File: src/rtl/modrm_decoder.sv
// Sequential ModR/M decoder: pulls ModR/M and displacement bytes from the instruction FIFO,
// reads base/index registers and produces the 16-bit effective address.
module modrm_decoder (
    input  logic        clk,
    input  logic        reset,
    input  logic        start,
    input  logic        clear,
    input  logic [7:0]  fifo_rd_data,
    input  logic        fifo_empty,
    output logic        fifo_rd_en,
    output logic [2:0]  regfile_rd_sel0,
    output logic [2:0]  regfile_rd_sel1,
    input  logic [15:0] regfile_rd_val0,
    input  logic [15:0] regfile_rd_val1,
    output logic        busy,
    output logic        complete,
    output logic [1:0]  mod_field,
    output logic [2:0]  reg_field,
    output logic [2:0]  rm_field,
    output logic        rm_is_reg,
    output logic        uses_bp,
    output logic [15:0] effective_address
);

    typedef enum logic [2:0] {
        IDLE,
        MODRM,
        DISP_LO,
        DISP_HI,
        EA_WAIT,
        DONE
    } state_t;

    state_t      state, state_nx;
    logic [7:0]  modrm;
    logic        modrm_valid;
    logic [15:0] disp;
    logic [2:0]  base_sel, index_sel;
    logic        use0, use1;
    logic [15:0] ea_sum;

    assign mod_field = modrm[7:6];
    assign reg_field = modrm[5:3];
    assign rm_field  = modrm[2:0];
    assign rm_is_reg = (mod_field == 2'b11);
    assign uses_bp   = !rm_is_reg && ((rm_field == 3'b010) || (rm_field == 3'b011) ||
                                      ((rm_field == 3'b110) && (mod_field != 2'b00)));
    assign busy      = (state != IDLE);

    always_ff @(posedge clk or posedge reset) begin
        if (reset) state <= IDLE;
        else       state <= state_nx;
    end

    always_comb begin
        state_nx   = state;
        fifo_rd_en = 1'b0;
        if (clear) begin
            state_nx = IDLE;
        end else begin
            case (state)
                IDLE:    if (start) state_nx = MODRM;
                MODRM:
                    if (!fifo_empty) begin
                        fifo_rd_en = 1'b1;
                        case (fifo_rd_data[7:6])
                            2'b11:        state_nx = DONE;
                            2'b01, 2'b10: state_nx = DISP_LO;
                            default:      state_nx = (fifo_rd_data[2:0] == 3'b110) ? DISP_LO : EA_WAIT;
                        endcase
                    end
                DISP_LO:
                    if (!fifo_empty) begin
                        fifo_rd_en = 1'b1;
                        state_nx   = (mod_field == 2'b01) ? DONE : DISP_HI;
                    end
                DISP_HI:
                    if (!fifo_empty) begin
                        fifo_rd_en = 1'b1;
                        state_nx   = DONE;
                    end
                EA_WAIT: state_nx = DONE;
                DONE:    state_nx = IDLE;
                default: state_nx = IDLE;
            endcase
        end
    end

    always_comb begin
        base_sel  = 3'd3;
        index_sel = 3'd0;
        case (rm_field)
            3'b000: begin base_sel = 3'd3; index_sel = 3'd6; end
            3'b001: begin base_sel = 3'd3; index_sel = 3'd7; end
            3'b010: begin base_sel = 3'd5; index_sel = 3'd6; end
            3'b011: begin base_sel = 3'd5; index_sel = 3'd7; end
            3'b100: base_sel = 3'd6;
            3'b101: base_sel = 3'd7;
            3'b110: base_sel = 3'd5;
            default: base_sel = 3'd3;
        endcase
        use0 = !((mod_field == 2'b00) && (rm_field == 3'b110));
        use1 = !rm_field[2];
    end

    // Selects stay zero until a ModR/M byte has actually been latched; register mode reads rm.
    always_comb begin
        regfile_rd_sel0 = '0;
        regfile_rd_sel1 = '0;
        if (modrm_valid) begin
            if (rm_is_reg) begin
                regfile_rd_sel0 = rm_field;
            end else begin
                regfile_rd_sel0 = use0 ? base_sel : 3'd0;
                regfile_rd_sel1 = use1 ? index_sel : 3'd0;
            end
        end
    end

    always_comb begin
        ea_sum = '0;
        if (!rm_is_reg)
            ea_sum = (use0 ? regfile_rd_val0 : 16'h0000) + (use1 ? regfile_rd_val1 : 16'h0000) + disp;
    end

    always_ff @(posedge clk or posedge reset) begin
        if (reset) begin
            modrm             <= '0;
            modrm_valid       <= 1'b0;
            disp              <= '0;
            effective_address <= '0;
            complete          <= 1'b0;
        end else begin
            complete <= 1'b0;
            if (fifo_rd_en) begin
                case (state)
                    MODRM: begin
                        modrm       <= fifo_rd_data;
                        modrm_valid <= 1'b1;
                        disp        <= '0;
                    end
                    DISP_LO:
                        disp <= (mod_field == 2'b01) ? {{8{fifo_rd_data[7]}}, fifo_rd_data}
                                                     : {8'h00, fifo_rd_data};
                    DISP_HI: disp[15:8] <= fifo_rd_data;
                    default: ;
                endcase
            end
            if ((state == DONE) && !clear) begin
                effective_address <= ea_sum;
                complete          <= 1'b1;
            end
        end
    end

endmodule

File: config.mk
export PLATFORM = sky130hd
export DESIGN_NAME = modrm_decoder
export DESIGN_NICKNAME = d
export VERILOG_FILES = /design/src/rtl/modrm_decoder.sv
export SDC_FILE = /design/constraint.sdc
export NUM_CORES = 1
export LEC_CHECK = 0
export ABC_CLOCK_PERIOD_IN_PS = 10200
export BUFFER_PORTS_ARGS = -buffer_cell sky130_fd_sc_hd__clkbuf_2
export CORE_ASPECT_RATIO = 0.8
export CORE_MARGIN = 4
export CORE_UTILIZATION = 59
export CTS_CLUSTER_DIAMETER = 120
export DETAILED_ROUTE_END_ITERATION = 16
export PLACE_DENSITY = 0.95
export SYNTH_ARGS = -nofsm -noshare
export SYNTH_HDL_FRONTEND = slang
export SYNTH_SLANG_ARGS = --single-unit
export TNS_END_PERCENT = 1
File: constraint.sdc
create_clock -name clk -period 10.2 [get_ports clk]
set_input_delay 2.55 -clock clk [delete_from_list [all_inputs] [get_ports clk]]
set_output_delay 2.55 -clock clk [all_outputs]
set_load 0.05 [all_outputs]
# Yosys cells after proc, flatten, opt, wreduce, memory -nomap -nowiden
# Cells that the tools add are included.
[totals]
reg_bits = 45
input_bits = 45
out_inout_bits = 35
[classes]
addsub = 2
eq_ne = 21
mux = 27
n_reduce_logical = 24
[ops]
columns = ["cell", "count"]
rows = [
  ["16-bit two-way mux", 4],
  ["3-bit two-way mux", 13],
  ["16-bit adder", 2],
  ["8-bit case mux with 3 select lines", 1],
  ["3-bit == test, second input constant", 6],
  ["8-bit case mux with 2 select lines", 1],
  ["3-bit case mux with 5 select lines", 1],
  ["3-bit by 2-bit == test with 1-bit output, second input constant", 4],
  ["3-bit != test, second input constant", 4],
  ["3-bit case mux with 2 select lines", 2],
  ["3-bit case mux with 3 select lines", 1],
  ["2-bit == test, second input constant", 3],
  ["3-bit by 1-bit == test with 1-bit output, second input constant", 2],
  ["3-bit logical NOT", 2],
  ["2-bit AND reduction", 3],
  ["3-bit nonzero test", 2],
  ["2-bit OR reduction", 3],
  ["3-bit OR reduction", 2],
  ["2-bit by 1-bit == test with 1-bit output, second input constant", 2],
  ["1-bit logical AND", 4],
  ["1-bit two-way mux", 4],
  ["4-bit AND reduction", 1],
  ["2-bit nonzero test", 2],
  ["1-bit logical NOT", 2],
  ["other kinds (2)", 3],
]

# Depth between registers and ports, before layout
# Gate-level depths: netlist (run 1).
[logic_depth]
depth_word = 6
ltp_mapped = 12
depth_no_buf = 12

# Worst setup path after synthesis (run 1)
# Ideal clock, no wire load.
[synth_timing]
path_type = "input-to-output"
startpoint = "input port fifo_empty"
endpoint = "output port fifo_rd_en"
arrival_time_ns = 3.402
t_required_ns = 7.650
path_slack_ns = 4.248
stages = 3
n_path_buf = 1
path_cell_list = "or3_4 > nor2_8 > buf_2"
[synth_between]
elab_chain_len = 3
[synth_rtl]
columns = ["item", "line", "source"]
rows = [
  ["from (decl)", "9", "input logic fifo_empty,"],
  ["1-bit two-way mux", "64, 73, 78", ""],
  ["1-bit two-way mux", "--", ""],
  ["1-bit two-way mux", "58", "if (clear) begin"],
  ["to (decl)", "10", "output logic fifo_rd_en,"],
]
# Every way passes these cells.

# Worst setup path after layout (run 1)
# Same ends and word-level chain as after synthesis.

==> run summary, run 1 <==
## Floorplan
* 0.005435 mm² — core footprint
* 0.006867 mm² — floorplan die area
* 60.77% — initial standard-cell utilization of the core
* 80 — top-level port count
* 74.93 µm — Die Y-Extent
* 91.66 µm — die outline width
* 24 — Std-Cell Rows

## Finish
* 15.72% — signed area change from the synthesized netlist to the final layout
* 0 — Ant. Diodes
* 23.19% — fraction of layout instances using a drive strength above 1
* 503 — number of nets in the final layout

## Setup path
* sky130_fd_sc_hd__or3_4 — worst-path cell with the longest stage delay
* fifo_empty — CP Launch Point
* clkbuf_2 -> or3_4 -> nor2_8 -> clkbuf_2 — sequence of cells on the critical path
* 2 — number of buffers and inverters on the critical path
* primary output — capturing element type of the critical path
* primary input to primary output — class of the most critical setup path
* 3.68 ns — arrival time worst endpoint
* 5.84 ns — slack of the worst reg-to-reg path
* effective_address[9] — R2R Path End
* simple AND/OR/NAND/NOR gates — family with the most delay on the worst path
* 11 — cell depth of the worst flop-to-flop path
* modrm[2] — reg-to-reg startpoint
* 0.40 ns — CP peak stage delay
* 26 — largest driver fanout on the critical path
* 7.65 ns — Data required, critical path
* sky130_fd_sc_hd__clkbuf_2 — Most common cell on crit path
* primary input — Worst setup SP type

## GRT
* 0 — global-route congestion overflow total
* 46 — maximum number of pins on one net before global-route repair
* 2781 — vias in the first global route
* 24.51% — Global Route Usage Sum
* 0 — antenna violations before repair
* 13240 µm — global-route wire length before repair

## Timing
* 3.968 ns — Final WS setup
* 6.232 ns — Min Clock Period, post-route
* 0 — total of endpoints with negative setup slack in the final report
* false — RSZ-0062 raised after global routing
* 61.10% — Period Utilization, post-route
* 0.9670 ns — actual slew at the worst max-slew pin
* 0.4789 ns — hold_ws
* 0 ns — total negative slack
* 35.05% — max_slew headroom
* 0.01101 ns — setup clock skew after layout
* 0 — number of pins with negative max-slew slack in the final report
* 0 — number of hold-slack violations in the final timing report
* 0.1605 GHz — maximum frequency from static timing analysis

## Logic synthesis
* 100.0% — async set-or-reset flop fraction in the synthesized netlist
* sky130_fd_sc_hd__dfrtp_1 — top_reg_cell synth
* 355 — cells after synthesis
* sky130_fd_sc_hd__nor2b_1 — most frequent cell after synthesis
* sky130_fd_sc_hd__nor2b_1, sky130_fd_sc_hd__dfrtp_1, sky130_fd_sc_hd__a21oi_1, sky130_fd_sc_hd__nand2_1, sky130_fd_sc_hd__o21ai_0 — most common library cells after synthesis
* sky130_fd_sc_hd__dfrtp_1, sky130_fd_sc_hd__fa_1, sky130_fd_sc_hd__nor2b_1, sky130_fd_sc_hd__a21oi_1, sky130_fd_sc_hd__ha_1 — largest cells by area after synthesis
* 34.09% — sequential share of the synthesized area
* 46 — Distinct cells, synth
* sky130_fd_sc_hd__dfrtp_1 — post-synthesis cell type with the largest combined area
* 9.305 µm² — Post-Synthesis Mean Instance Area
* 34.09% — top cell type's share of synthesized area
* 0.003303 mm² — cell area after synthesis
* 0 — count of flip-flops with a built-in enable after synthesis
* 0 — warning count from the yosys run
* 45 — number of register bits inferred by synthesis
* 432 — net count after synthesis

## Routing
* 5.620 — via-per-instance ratio
* 0 — number of design rule violations left after detail routing
* 216 — drt initial violations
* 0 — ANT nets after route
* 2838 — routed vias
* 15.86 µm — average wire per cell in the routed design
* 6 — number of iterations in the first detailed-routing pass
* 8007 µm — wirelength, routed

## Placement
* 6305 µm — Detail Placement HPWL
* 0.8711 — routability cong.
* 3.972 ns — worst slack after detailed placement
* 79 — IO Port Bufs

## CTS
* 45 — CTS Sinks
* 2 — Max Buffers Root-to-Sink
* 5 — CTS buffer count
* 0 — post-CTS setup buffer count
* done — CTS tree
* 0.31 ns — clock insertion delay at the later pin of the skew report
* sky130_fd_sc_hd__clkbuf_8 — clock root cell
* 0 — CTS-repair resized insts
* 0 — count of hold buffers inserted by post-cts repair
* 0.08 ns — clk slew on worst S/H paths
* 2 — maximum level of the CTS H-tree

## Pwr
* 314.2 mW/mm² — Cell Pwr Density
* 559.0 µW — Internal
* 1.861 nW — Static Leak
* 9.5% — portion of total power attributed to the clock network
* 65.8% — Comb power frac
* 165.4 µV — IR Drop Worst-Case VDD
* 642.1 µW — Switch Pwr
* 1.201 mW — overall power of the completed layout
* 53.46% — net switching fraction of the power
* 24.7% — Reg power frac

## Hold path
* effective_address[3] — start point of the worst min-delay path
* effective_address[3] — Hold EP
* 2 — hold path depth
* flop to flop — Min-Delay Path Class

## Job
* 0 — number of maximum-capacitance constraint violations

## Run status
* complete, no violations — outcome

## logic make-up (layout without fill, tap and decap cells)
kind of cell,count (synthesis),after routing,share of synthesized area (%)
AND/OR/NAND/NOR,126,126,21.17
AO/OA/AOI/OAI,104,104,18.94
flip-flops,45,45,34.09
adder cells (fa/ha/maj),32,32,15.76
buffers and inverters,28,100,3.636
XOR/XNOR,13,13,3.447
multiplexers,7,7,2.954
## worst max path at each step
stage | end | cells after the start
after floorplan | fifo_rd_en | 3
after global placement | fifo_rd_en | 4
after detailed placement | fifo_rd_en | 4
after CTS | fifo_rd_en | 4
after global routing | fifo_rd_en | 4
final | fifo_rd_en | 4
## cell type report
class                      count  area, µm²
clock buffer                   5      68.82
clock inverter                 3      25.02
fill                         418       1613
inverter                      12      45.04
multi-input combinational    282       2057
sequential                    45       1126
tap                           78      97.59
timing repair buffer          80      402.9
## stage by stage
step | util [%] | cells | instance area, µm²
6_report | 70.33 | 505 | 3822
5_1_grt | 70.33 | 505 | 3822
4_1_cts | 70.33 | 505 | 3822
3_5_place_dp | 68.60 | 497 | 3729
3_3_place_gp | 68.60 | 497 | 3729
2_1_floorplan | - | 355 | 3303
## routing by layer
layer,GRT usage (%),vias up,part of all wire (%)
met5,0,-,0
met4,9.030,0,2.1
met3,4.895,15,6.1
met2,40.49,117,48
met1,32.69,1328,44
li1,-,1378,-
## tightest hold or removal path, cell delays in order (launching register included)
cell and delay (ns):
sky130_fd_sc_hd__dfrtp_1 0.35, sky130_fd_sc_hd__nand2_1 0.05, sky130_fd_sc_hd__o31ai_1 0.05
## flip-flops by register name (all words and copies together), names as in the netlist
name,cells
state,3
disp,16
modrm_valid,1
complete,1
effective_address,16
modrm,8
## power groups by stage
stage / logic (mW) / clock network, mW / registers, mW
3_5_place_dp: 0.782 / 0 / 0.300
3_3_place_gp: 0.765 / 0 / 0.296
2_1_floorplan: 0.498 / 0 / 0.413
6_report: 0.790 / 0.114 / 0.297
4_1_cts: 0.786 / 0.118 / 0.297
5_1_grt: 0.861 / 0.126 / 0.306
## cells in the final DEF (no fill, tap or decap), drive strengths merged, types with 2 or more instances in the layout
cell type,count
clkbuf,84
nor2b,46
dfrtp,45
a21oi,40
nand2,36
o21ai,26
nor2,22
fa,16
ha,16
inv,13
xnor2,11
a31oi,10
a22o,9
mux2,7
a21o,4
or3,4
and3,3
nand4b,2
a21boi,2
xor2,2
a32o,2
a221o,2
o21a,2
o22ai,2
nor3,2
nor3b,2
and2,2
Note: power is estimated with default switching activity, not from simulation.
==> run 2: changes to the inputs <==
ABC_CLOCK_PERIOD_IN_PS = 5850   (was 10200)
CORE_UTILIZATION = 54   (was 59)
PLACE_DENSITY = 0.89   (was 0.95)
clock period = 5.85 ns   (was 10.2 ns; I/O delays follow)
==> run 2 against run 1 <==
Net effect: non-clock buffer count is the same; via count shrank 1.2%; cell count grew 0.59%; critical path depth grew 7; design area is essentially flat; clock power grew 83%; core utilization shrank 5.6 points.
==> run summary, run 2 (synthesized netlist as in run 1, its figures left out) <==
## Setup path
* simple AND/OR/NAND/NOR gates — family with the most delay on the worst path
* 0 — number of buffers and inverters on the critical path
* 11 — cell depth of the worst flop-to-flop path
* modrm[2] — reg-to-reg startpoint
* 0.84 ns — CP peak stage delay
* flop to flop — class of the most critical setup path
* nand2_1 -> nor4_4 -> nor2b_1 -> fa_1 -> ha_1 -> fa_1 -> a21oi_1 -> nand4b_1 -> a21oi_1 -> or3_1 -> a32o_1 — sequence of cells on the critical path
* 6.04 ns — Data required, critical path
* flop — capturing element type of the critical path
* 1.62 ns — slack of the worst reg-to-reg path
* effective_address[9] — R2R Path End
* 4.42 ns — arrival time worst endpoint
* 24 — largest driver fanout on the critical path
* sky130_fd_sc_hd__dfrtp_1 — worst-path cell with the longest stage delay
* flop — Worst setup SP type

## Job
* 0 — number of maximum-capacitance constraint violations

## Pwr
* 1.858 nW — Static Leak
* 258.9 µV — IR Drop Worst-Case VDD
* 1.126 mW — Switch Pwr
* 2.102 mW — overall power of the completed layout
* 24.6% — Reg power frac
* 9.9% — portion of total power attributed to the clock network
* 53.59% — net switching fraction of the power
* 975.4 µW — Internal
* 549.3 mW/mm² — Cell Pwr Density
* 65.5% — Comb power frac

## Finish
* 64.72% — final core utilization
* 503 — number of nets in the final layout
* 15.83% — signed area change from the synthesized netlist to the final layout
* 23.19% — fraction of layout instances using a drive strength above 1
* disp: 16 flops, effective_address: 16 flops, modrm: 8 flops — biggest regs
* sky130_fd_sc_hd__clkbuf_2 — most frequent standard cell in the layout excluding fill and tap cells
* 0 — Ant. Diodes
* sky130_fd_sc_hd__clkbuf_2, sky130_fd_sc_hd__nor2b_1, sky130_fd_sc_hd__dfrtp_1 — commonest non-fill, non-tap cells in the layout
* 490 — fill cell count

## Routing
* 4 — number of iterations in the first detailed-routing pass
* 0 — ANT nets after route
* 5.518 — via-per-instance ratio
* 8052 µm — wirelength, routed
* 15.85 µm — average wire per cell in the routed design
* 2803 — routed vias
* 451 µm — routed length on met3
* 0 — number of design rule violations left after detail routing
* 117 — drt initial violations
* met4 — highest routing layer actually used
* 3442 µm — met1 routed wirelength after detailed routing
* 3999 µm — metal2 WL

## CTS
* 5 — CTS buffer count
* 2 — maximum level of the CTS H-tree
* 0 — count of hold buffers inserted by post-cts repair
* 0.31 ns — clock insertion delay at the later pin of the skew report
* sky130_fd_sc_hd__clkbuf_8 — clock root cell
* 0.10 ns — clk slew on worst S/H paths
* 0 — post-CTS setup buffer count
* 0 — CTS-repair resized insts
* 2 — Max Buffers Root-to-Sink
* done — CTS tree
* 45 — CTS Sinks

## Placement
* 6494 µm — Detail Placement HPWL
* 0.9256 — routability cong.
* 79 — IO Port Bufs

## GRT
* 2790 — vias in the first global route
* 13180 µm — global-route wire length before repair
* 0 — antenna violations before repair
* 46 — maximum number of pins on one net before global-route repair
* 22.65% — Global Route Usage Sum
* 0 — global-route congestion overflow total

## Timing
* 0.8557 ns — actual slew at the worst max-slew pin
* 0.01430 ns — setup clock skew after layout
* 72.27% — Period Utilization, post-route
* 42.52% — max_slew headroom
* 0 — total of endpoints with negative setup slack in the final report
* 0.2365 GHz — maximum frequency from static timing analysis
* 4.228 ns — Min Clock Period, post-route
* 0 — number of pins with negative max-slew slack in the final report
* 0.4888 ns — hold_ws
* 0 ns — total negative slack
* 0 — number of hold-slack violations in the final timing report
* false — RSZ-0062 raised after global routing

## Hold path
* effective_address[6] — start point of the worst min-delay path
* 2 — hold path depth
* effective_address[6] — Hold EP
* flop to flop — Min-Delay Path Class

## Floorplan
* 25 — Std-Cell Rows
* 0.005912 mm² — core footprint
* 77.96 µm — Die Y-Extent
* 80 — top-level port count
* 55.87% — initial standard-cell utilization of the core
* 0.007440 mm² — floorplan die area
* 95.44 µm — die outline width

## Run status
* complete, no violations — outcome

==> run 2: changes by cell type in the layout (fill, tap and decap cells not counted) <==
cell / before / now
sky130_fd_sc_hd__clkinv_1: 0 / 1
sky130_fd_sc_hd__clkinv_4: 1 / 0
sky130_fd_sc_hd__inv_1: 12 / 11
sky130_fd_sc_hd__inv_6: 1 / 2
==> run 2: power by group through the flow <==
stage | sequential (mW) | clock, mW | combinational (mW)
6_report | 0.517 | 0.209 | 1.38
5_1_grt | 0.534 | 0.223 | 1.51
4_1_cts | 0.518 | 0.211 | 1.38
3_5_place_dp | 0.525 | 0 | 1.37
3_3_place_gp | 0.516 | 0 | 1.33
2_1_floorplan | 0.721 | 0 | 0.869
==> run 2: cell type report <==
cell class / count / area (µm²) / share of cell area (%)
multi-input cells: 282 / 2057 / 53.76
clock buffers: 5 / 68.82 / 1.799
repair buffers: 80 / 402.9 / 10.53
inverters: 12 / 45.04 / 1.177
well taps: 81 / 101.3 / 2.649
clock inverters: 3 / 25.02 / 0.6540
flip-flops and latches: 45 / 1126 / 29.43
==> run 2: worst max-delay path by stage <==
stage	startpoint	to	slack, ns	depth (start not counted)
2_1_floorplan	modrm[7]	regfile_rd_sel1[0]	1.20	5
5_1_grt	modrm[2]	effective_address[14]	1.33	11
3_3_place_gp	fifo_empty	fifo_rd_en	1.80	4
3_5_place_dp	modrm[2]	effective_address[9]	1.69	11
4_1_cts	modrm[2]	effective_address[9]	1.66	11
6_report	modrm[2]	effective_address[9]	1.62	11
==> run 2: worst register-to-register path: stages, from the launching register on <==
cell	delay, ns
sky130_fd_sc_hd__dfrtp_1	0.84
sky130_fd_sc_hd__nand2_1	0.22
sky130_fd_sc_hd__nor4_4	0.68
sky130_fd_sc_hd__nor2b_1	0.16
sky130_fd_sc_hd__fa_1	0.49
sky130_fd_sc_hd__ha_1	0.23
sky130_fd_sc_hd__fa_1	0.41
sky130_fd_sc_hd__a21oi_1	0.21
sky130_fd_sc_hd__nand4b_1	0.17
sky130_fd_sc_hd__a21oi_1	0.12
sky130_fd_sc_hd__or3_1	0.32
sky130_fd_sc_hd__a32o_1	0.25
==> run 2: per-layer routing <==
metal	global-route usage, %	vias up
met5	0	-
li1	-	1372
met1	30.23	1330
met2	37.74	86
met3	3.779	15
met4	6.676	0
==> run 2: per-stage QoR <==
stage	setup WS, ns	instance area (µm²)	cells
2_1_floorplan	1.199	3303	355
3_3_place_gp	1.803	3732	500
3_5_place_dp	1.692	3732	500
4_1_cts	1.662	3826	508
5_1_grt	1.328	3826	508
6_report	1.622	3826	508
